`config.mk`:
```
export PLATFORM = sky130hd
export DESIGN_NAME = xg_mac_tx_arbiter
export DESIGN_NICKNAME = d
export VERILOG_FILES = /design/src/rtl/xg_mac_pkg.sv /design/src/rtl/xg_mac_tx_arbiter_rr.sv /design/src/rtl/xg_mac_tx_arbiter.sv
export SDC_FILE = /design/constraint.sdc
export NUM_CORES = 1
export LEC_CHECK = 0
export CORE_AREA = 2 2 148 150
export DETAILED_ROUTE_END_ITERATION = 10
export DIE_AREA = 0 0 150 152
export PLACE_DENSITY = 0.6
export SKIP_LAST_GASP = 1
export SYNTH_ARGS = -nofsm -noshare
export SYNTH_HDL_FRONTEND = slang
export SYNTH_HIERARCHICAL = 1
export SYNTH_SLANG_ARGS = --single-unit
```
`constraint.sdc`:
```
create_clock -name clock -period 3.3 [get_ports clock]
set_clock_uncertainty 0.2 [all_clocks]
set_input_delay 0.66 -clock clock [delete_from_list [all_inputs] [get_ports clock]]
set_output_delay 0.66 -clock clock [all_outputs]
set_load 0.05 [all_outputs]
```
`src/rtl/xg_mac_pkg.sv`:
```
// Shared types and widths for the xg_mac transmit path.
package xg_mac_pkg;

    localparam int AXIS_DATA_W = 64;
    localparam int AXIS_KEEP_W = 8;
    localparam int ARB_IDX_W   = 3;

    typedef enum logic [1:0] {
        IDLE  = 2'd0,
        GRANT = 2'd1,
        DRAIN = 2'd2
    } arb_state_t;

endpackage

```
`src/rtl/xg_mac_tx_arbiter_rr.sv`:
```
// Combinational round-robin pick: first requester at or after ptr_i, wrapping modulo N.
module rr_arbiter
    import xg_mac_pkg::*;
#(
    parameter int N     = 4,
    parameter int IDX_W = ARB_IDX_W
) (
    input  logic [N-1:0]     req_i,
    input  logic [IDX_W-1:0] ptr_i,
    output logic [N-1:0]     gnt_onehot_o,
    output logic [IDX_W-1:0] gnt_idx_o
);

    logic found;
    int   cand;

    always_comb begin
        gnt_onehot_o = '0;
        gnt_idx_o    = '0;
        found        = 1'b0;
        cand         = 0;
        for (int i = 0; i < N; i++) begin
            cand = int'(ptr_i) + i;
            if (cand >= N) begin
                cand = cand - N;
            end
            if (!found && req_i[cand]) begin
                found              = 1'b1;
                gnt_onehot_o[cand] = 1'b1;
                gnt_idx_o          = IDX_W'(cand);
            end
        end
    end

endmodule

```
`src/rtl/xg_mac_tx_arbiter.sv`:
```
// Frame-granular round-robin arbiter sharing one xg_mac_tx between N_PORTS AXI-Stream sources.
// A grant is held from first beat to tlast; frames longer than MAX_BEATS are cut and drained.
module xg_mac_tx_arbiter
    import xg_mac_pkg::*;
#(
    parameter int N_PORTS   = 4,
    parameter int MAX_BEATS = 190,
    parameter int CNT_W     = 8
) (
    input  logic                           clock,
    input  logic                           aresetn,
    input  logic [N_PORTS*AXIS_DATA_W-1:0] saxis_tdata,
    input  logic [N_PORTS*AXIS_KEEP_W-1:0] saxis_tkeep,
    input  logic [N_PORTS-1:0]             saxis_tvalid,
    input  logic [N_PORTS-1:0]             saxis_tlast,
    input  logic [N_PORTS-1:0]             saxis_tuser,
    output logic [N_PORTS-1:0]             saxis_tready,
    output logic [AXIS_DATA_W-1:0]         maxis_tdata,
    output logic [AXIS_KEEP_W-1:0]         maxis_tkeep,
    output logic                           maxis_tvalid,
    output logic                           maxis_tlast,
    output logic                           maxis_tuser,
    input  logic                           maxis_tready,
    output logic [ARB_IDX_W-1:0]           grant_id,
    output logic                           trunc_pulse
);

    arb_state_t             state_q, state_d;
    logic [ARB_IDX_W-1:0]   rr_ptr_q, rr_ptr_d;
    logic [ARB_IDX_W-1:0]   grant_q, grant_d;
    logic [CNT_W-1:0]       cnt_q, cnt_d;

    logic [N_PORTS-1:0]     arb_onehot;
    logic [ARB_IDX_W-1:0]   arb_idx;
    logic [N_PORTS-1:0]     grant_oh;
    logic [ARB_IDX_W-1:0]   next_ptr;
    logic [AXIS_DATA_W-1:0] src_tdata;
    logic [AXIS_KEEP_W-1:0] src_tkeep;
    logic                   src_tvalid, src_tlast, src_tuser;
    logic                   force_last;

    rr_arbiter #(
        .N     (N_PORTS),
        .IDX_W (ARB_IDX_W)
    ) u_rr (
        .req_i        (saxis_tvalid),
        .ptr_i        (rr_ptr_q),
        .gnt_onehot_o (arb_onehot),
        .gnt_idx_o    (arb_idx)
    );

    always_comb begin
        src_tdata  = '0;
        src_tkeep  = '0;
        src_tvalid = 1'b0;
        src_tlast  = 1'b0;
        src_tuser  = 1'b0;
        grant_oh   = '0;
        for (int p = 0; p < N_PORTS; p++) begin
            if (grant_q == ARB_IDX_W'(p)) begin
                grant_oh[p] = 1'b1;
                src_tdata   = saxis_tdata[p*AXIS_DATA_W +: AXIS_DATA_W];
                src_tkeep   = saxis_tkeep[p*AXIS_KEEP_W +: AXIS_KEEP_W];
                src_tvalid  = saxis_tvalid[p];
                src_tlast   = saxis_tlast[p];
                src_tuser   = saxis_tuser[p];
            end
        end
    end

    assign next_ptr   = (grant_q == ARB_IDX_W'(N_PORTS - 1)) ? '0 : grant_q + ARB_IDX_W'(1);
    // cnt_q holds beats already accepted, so MAX_BEATS-1 marks the beat that must close the frame.
    assign force_last = (state_q == GRANT) && (cnt_q == CNT_W'(MAX_BEATS - 1)) && !src_tlast;
    assign grant_id   = grant_q;

    always_comb begin
        state_d      = state_q;
        rr_ptr_d     = rr_ptr_q;
        grant_d      = grant_q;
        cnt_d        = cnt_q;
        maxis_tdata  = src_tdata;
        maxis_tkeep  = src_tkeep;
        maxis_tvalid = 1'b0;
        maxis_tlast  = src_tlast | force_last;
        maxis_tuser  = src_tuser | force_last;
        saxis_tready = '0;
        trunc_pulse  = 1'b0;
        case (state_q)
            IDLE: begin
                if (|arb_onehot) begin
                    grant_d = arb_idx;
                    state_d = GRANT;
                end
            end
            GRANT: begin
                maxis_tvalid = src_tvalid;
                saxis_tready = grant_oh & {N_PORTS{maxis_tready}};
                if (src_tvalid && maxis_tready) begin
                    if (src_tlast) begin
                        state_d  = IDLE;
                        rr_ptr_d = next_ptr;
                        cnt_d    = '0;
                    end else if (force_last) begin
                        state_d     = DRAIN;
                        cnt_d       = '0;
                        trunc_pulse = 1'b1;
                    end else begin
                        cnt_d = cnt_q + CNT_W'(1);
                    end
                end
            end
            DRAIN: begin
                // Remainder of a truncated frame is accepted from the source and discarded.
                saxis_tready = grant_oh;
                if (src_tvalid && src_tlast) begin
                    state_d  = IDLE;
                    rr_ptr_d = next_ptr;
                end
            end
            default: begin
                state_d = IDLE;
            end
        endcase
    end

    always_ff @(posedge clock or negedge aresetn) begin
        if (!aresetn) begin
            state_q  <= IDLE;
            rr_ptr_q <= '0;
            grant_q  <= '0;
            cnt_q    <= '0;
        end else begin
            state_q  <= state_d;
            rr_ptr_q <= rr_ptr_d;
            grant_q  <= grant_d;
            cnt_q    <= cnt_d;
        end
    end

endmodule

```
After elaboration in Yosys (flattened, before gate mapping) --
Index checks and enable logic that the tools add are counted.
Operators by class: bitwise gates (word level) 6, reductions and logical operators 23, multiplexer cells 78, order comparisons 12, equal/unequal tests 11, add/sub/neg operators 9
Operator list (count):
- 64-bit two-way mux | 4
- 32-bit by 1-bit greater-or-equal comparator with 1-bit output, second input constant | 4
- 32-bit by 4-bit less-than comparator with 1-bit output, second input constant | 4
- 32-bit two-way mux | 4
- 32-bit by 4-bit greater-or-equal comparator with 1-bit output, second input constant | 3
- 32-bit by 4-bit subtractor with 32-bit output, second input constant | 3
- 8-bit two-way mux | 6
- 1-bit two-way mux | 36
- 3-bit two-way mux | 8
- 4-bit two-way mux | 4
- 4-bit OR | 3
- 1-bit logical AND | 11
- 2-bit two-way mux | 5
- 3-bit by 2-bit adder with 4-bit output, second input constant | 2
- 8-bit by 1-bit adder with 8-bit output, second input constant | 1
- 1-bit binary-select mux with 2-bit select | 4
- 1-bit demux with 2-bit select | 4
- 8-bit == test, second input constant | 1
- 4-bit one-hot mux with 2 select lines | 1
- 4-bit AND reduction | 2
- 3-bit by 2-bit == test with 1-bit output, second input constant | 2
- 2-bit inequality test, second input constant | 3
- 2-bit one-hot mux with 3 select lines | 1
- 3-bit one-hot mux with 2 select lines | 1
- other kinds (17) | 22
Storage, ports and cells: input bits 303, word-level logic and storage cells 143, register bits after elaboration 16, output and inout bits 83

Depth between registers and ports, before layout --
depth in word-level cells 18, depth in mapped cells 14, gate-level depth less buffers 11

Modules after synthesis --
The synthesis kept the hierarchy.
Modules (own cells, without submodules):
- xg_mac_tx_arbiter | cells an instance 474, sequential area each 400.4 um2, times used 1, area an instance 3165.5 um2
- rr_arbiter | cells an instance 67, sequential area each 0.0 um2, times used 1, area an instance 580.6 um2

Least setup slack after synthesis --
OpenSTA, ideal clock, no wires.
kind reg2out, start reg grant_q[0] (netlist: grant_id[0]), end out maxis_tdata[10], arrival 2.925 ns, stages on the path, launching flop included 9, path slack -0.485 ns, data required time 2.440 ns, buffers on the path 3, cells stage by stage dfrtp_1 -> ha_1 -> buf_2 -> nor2b_1 -> clkbuf_1 -> buf_2 -> a221o_1 -> o21ai_0 -> o21ai_0
On the way: longest elaborated chain between the ends 5, elaborated cells between the ends (all ways) 8, classes of those cells 3 x eq/ne; 4 x mux; 1 x reduce/logical
Ends and longest elaborated chain:
- from (decl) | line xg_mac_tx_arbiter.sv:30 | logic [ARB_IDX_W-1:0] grant_q, grant_d;
- from (signal assigned) | line xg_mac_tx_arbiter.sv:135 | grant_q <= grant_d;
- 3-bit logical NOT | line xg_mac_tx_arbiter.sv:60 | if (grant_q == ARB_IDX_W'(p)) begin
- 64-bit two-way mux (3 in series) | line xg_mac_tx_arbiter.sv:60
- 64-bit two-way mux * | line xg_mac_tx_arbiter.sv:60
- to (decl) | line xg_mac_tx_arbiter.sv:18 | output logic [AXIS_DATA_W-1:0] maxis_tdata,
Every way passes the cells marked *; elsewhere a longest branch is shown, timed or not.

Final worst setup path --
start reg grant_q[0] (netlist: grant_id[0]), end out maxis_tdata[48]
The elaborated chain is that of the path after synthesis.

==> impl_results.md <==
- Result of the run: finished, final reports clean
- Std-Cell Core Area: 21,350 um2
- Insertion delay of the later-clocked pin in the worst-skew pair: 250 ps
- Post-synthesis to final-layout area growth: 149.6%
- Final HPWL DP: 19.52 mm
- Normalized max-slew margin: 48.74%
- Number of inserted filler cells in the final layout: 2,091
- Die Outline Area: 22,800 um2
- Final setup vio count: 0
- First-pass iteration count of the detailed router: 4
- Final GP Congestion: 0.8404
- Effective utilization at floorplan: 17.55%
- Worst reg2reg endpoint: state_q[0]
- Average cell area after synthesis: 6.924 um2
- Launching point of the worst reg2reg path: rr_ptr_q[0]
- # placed instances: 1,181
- Start point of the worst hold path: state_q[0]
- Overall die height: 152 um
- Unrepaired setup endpoints after global routing: yes
- Worst Setup End Kind: output port
- Start point of the critical path: grant_id[0]
- Flop-to-flop setup slack: 170 ps
- TritonCTS Sinks: 16
- Number of different library cells in the post-synthesis netlist: 57
- Power density over cell area: 1248 nW/um2
- Synth warnings: 6
- Total routing resource utilization after global routing: 20.01%
- Synthesized instance count: 541
- Maximum number of pins on one net before global-route repair: 43
- Total standard cell area after synthesis: 3746 um2
- Hold worst-path end: state_q[0]
- Vias in the first global route: 5,661
- Leakage Power: 3.561 nW
- Final Cycle Share: 96.01%
- Type of the most critical hold path: reg2reg
- Setup TNS Final: 0 ps
- Final-report max-slew violation count: 0
- Global-route wire length before repair: 35.36 mm
- Starting DRT DRC Count: 311
- Data arrival at the endpoint of the critical path: 2310 ps
- Average vias per placed instance: 4.816
- Proportion of register bits with asynchronous set or reset after synthesis: 100.0%
- Yosys reg bits: 16
- Clock period minus worst slack: 3168 ps
- Global route overflow: 0
- Number of standard cells in the layout, taps in and fillers out: 1,197
- Routed vias: 5,765
- Wirelength, routed: 24.63 mm
- Required time worst endpoint: 2440 ps
- Deepest clock path buffer count: 2
- Leading register cell type out of synthesis: sky130_fd_sc_hd__dfrtp_1
- Worst-case vdd ir drop: 0.0007792 V
- Count of flip-flops with a built-in enable after synthesis: 0
- Register area share after synthesis: 10.69%
- Initial antenna violation count: 4
- Number of CTS-inserted buffers: 3
- Timing-limited maximum frequency: 0.3156 GHz
- Post-CTS clock slew at the launch and capture registers of the worst setup and hold paths: 50 ps
- Number of port buffers: 385
- Ports placed on the boundary: 386
- Depth of the worst register-to-register path: 11
- Ratio of cells with drive above 1 in the final layout: 25.41%
- Root Buffer: sky130_fd_sc_hd__clkbuf_16
- Number of nets in the final layout: 1,234
- CTS tree: yes
- Average wire length per cell after detail routing: 20.57 um
- Pin slew with the least headroom to its limit: 766.5 ps
- DRC errors left: 0
- Hold Slack: 335.7 ps
- Overall die width: 150 um
- Count of cells along the worst hold path: 1
- Critical path fanouts, max: 15
- Maximum level of the CTS H-tree: 1
- Category of the most critical setup path: reg2out
- Residual antenna-violating net count after detailed routing: 0
- Max-capacitance violation count: 0
- Core Rows: 54
- # hold bufs at CTS: 0
- Net count after synthesis: 861
- Number of hold violations in the final report: 0
- Kind of start point of the critical path: register
-- metrics by stage --
stage | setup slack [ps] | area (um2) | power (mW) | utilization (%)
finish | 131.8 | 9350 | 11.67 | 43.79
global route | -18.14 | 9345 | 12.30 | 43.77
CTS | 16.62 | 9221 | 11.56 | 43.19
detailed placement | -302.5 | 9128 | 11.26 | 42.75
global placement | -231.9 | 9128 | 11.22 | 42.75
floorplan | -111.4 | 4056 | 6.441 | -
-- worst max path at each step --
stage                     slack, ps              end  cells after the start
after floorplan                -110  maxis_tdata[10]                      8
after global placement         -230       state_q[0]                     10
after detailed placement       -300       state_q[0]                     10
after CTS                        20  maxis_tdata[22]                      9
after global routing            -20  maxis_tdata[51]                     10
final                           130  maxis_tdata[48]                     10
-- cells in the mapped netlist (all sizes together) (2+ instances only) --
library cell | n | share of area (%)
nor4 | 2 | 0.73
o32ai | 2 | 0.67
mux2i | 6 | 1.6
o21ai | 155 | 21
a2bb2oi | 2 | 0.47
nor3b | 3 | 0.90
o22ai | 4 | 0.67
nor2 | 11 | 1.4
a21oi | 8 | 1.2
a221o | 73 | 20
o211ai | 3 | 0.73
nor3 | 3 | 0.53
nand4 | 6 | 1.2
dfrtp | 16 | 11
and2 | 5 | 0.84
nor2b | 11 | 2.2
and3 | 3 | 0.50
o31ai | 3 | 0.60
inv | 19 | 1.9
a211oi | 3 | 0.60
buf | 23 | 3.6
nand2 | 91 | 9.3
nand3 | 8 | 1.2
nand2b | 8 | 1.3
clkbuf | 33 | 3.4
a221oi | 4 | 1.4
mux2 | 5 | 1.5
mux4 | 4 | 2.4
ha | 17 | 5.7
-- report_power, final --
| group | total [mW] | internal [mW] | switching (mW) |
|---|---|---|---|
| clock | 0.263 | 0.184 | 0.0784 |
| sequential | 0.349 | 0.265 | 0.0836 |
| combinational | 11.1 | 4.98 | 6.08 |
| total | 11.7 | 5.43 | 6.24 |
-- layout make-up --
cell class | count | area [um2] | area share [%]
clock buffer | 4 | 88.84 | 0.9501
multi-input combinational | 450 | 3338 | 35.70
timing repair buffer | 424 | 5081 | 54.34
inverter | 19 | 78.83 | 0.8430
antenna | 4 | 10.01 | 0.1071
tap | 280 | 350.3 | 3.747
sequential | 16 | 402.9 | 4.309
-- worst max-delay path, cell delays in order, from the launching register on --
cell and delay [ps]:
sky130_fd_sc_hd__dfrtp_2 450, sky130_fd_sc_hd__inv_1 130, sky130_fd_sc_hd__ha_4 180, sky130_fd_sc_hd__nand2b_1 110, sky130_fd_sc_hd__nor2_4 240, sky130_fd_sc_hd__buf_4 180, sky130_fd_sc_hd__clkbuf_16 180, sky130_fd_sc_hd__a221o_1 160
sky130_fd_sc_hd__o21ai_0 100, sky130_fd_sc_hd__o21ai_2 170, sky130_fd_sc_hd__buf_12 160
-- routing by layer --
layer  up-vias  wire, um  global-route usage (%)
met1      2671     10500                   26.35
li1       2841         -                       -
met2       229     12010                   33.90
met4         0       425                   4.178
met3        24      1696                   3.724
met5         -         0                       0
-- logic make-up after synthesis --
group | share of synthesized area (%)
AOI/OAI and AO/OA | 48.73
and+or+nand+nor | 20.51
buffers and inverters | 8.885
adders and majority gates | 5.678
muxes | 5.511
DFF | 10.69
-- sequential cells by signal, indices dropped and copies added (netlist names) --
register	count
state_q	2
cnt_q	8
grant_id	3
rr_ptr_q	3
-- what timing repair did --
item / in CTS / in global routing
cloned: 0 / 2
buffers inserted: 1 / 5
setup endpoints to repair: 2 / 25
resized for setup: 5 / 7
pin swaps: 1 / 5
-- cell usage in the layout (no fill, tap or decap), types with 6 or more instances in the layout --
master,n
sky130_fd_sc_hd__a21oi_1,7
sky130_fd_sc_hd__a221o_1,73
sky130_fd_sc_hd__buf_12,88
sky130_fd_sc_hd__buf_4,28
sky130_fd_sc_hd__clkdlybuf4s50_1,301
sky130_fd_sc_hd__dfrtp_1,14
sky130_fd_sc_hd__ha_1,14
sky130_fd_sc_hd__inv_1,15
sky130_fd_sc_hd__mux2i_1,6
sky130_fd_sc_hd__nand2_1,89
sky130_fd_sc_hd__nand2b_1,7
sky130_fd_sc_hd__nand3_1,7
sky130_fd_sc_hd__nor2_1,7
sky130_fd_sc_hd__nor2b_1,6
sky130_fd_sc_hd__o21ai_0,66
sky130_fd_sc_hd__o21ai_1,20
sky130_fd_sc_hd__o21ai_2,69
Power figures use the tool's default switching activity.
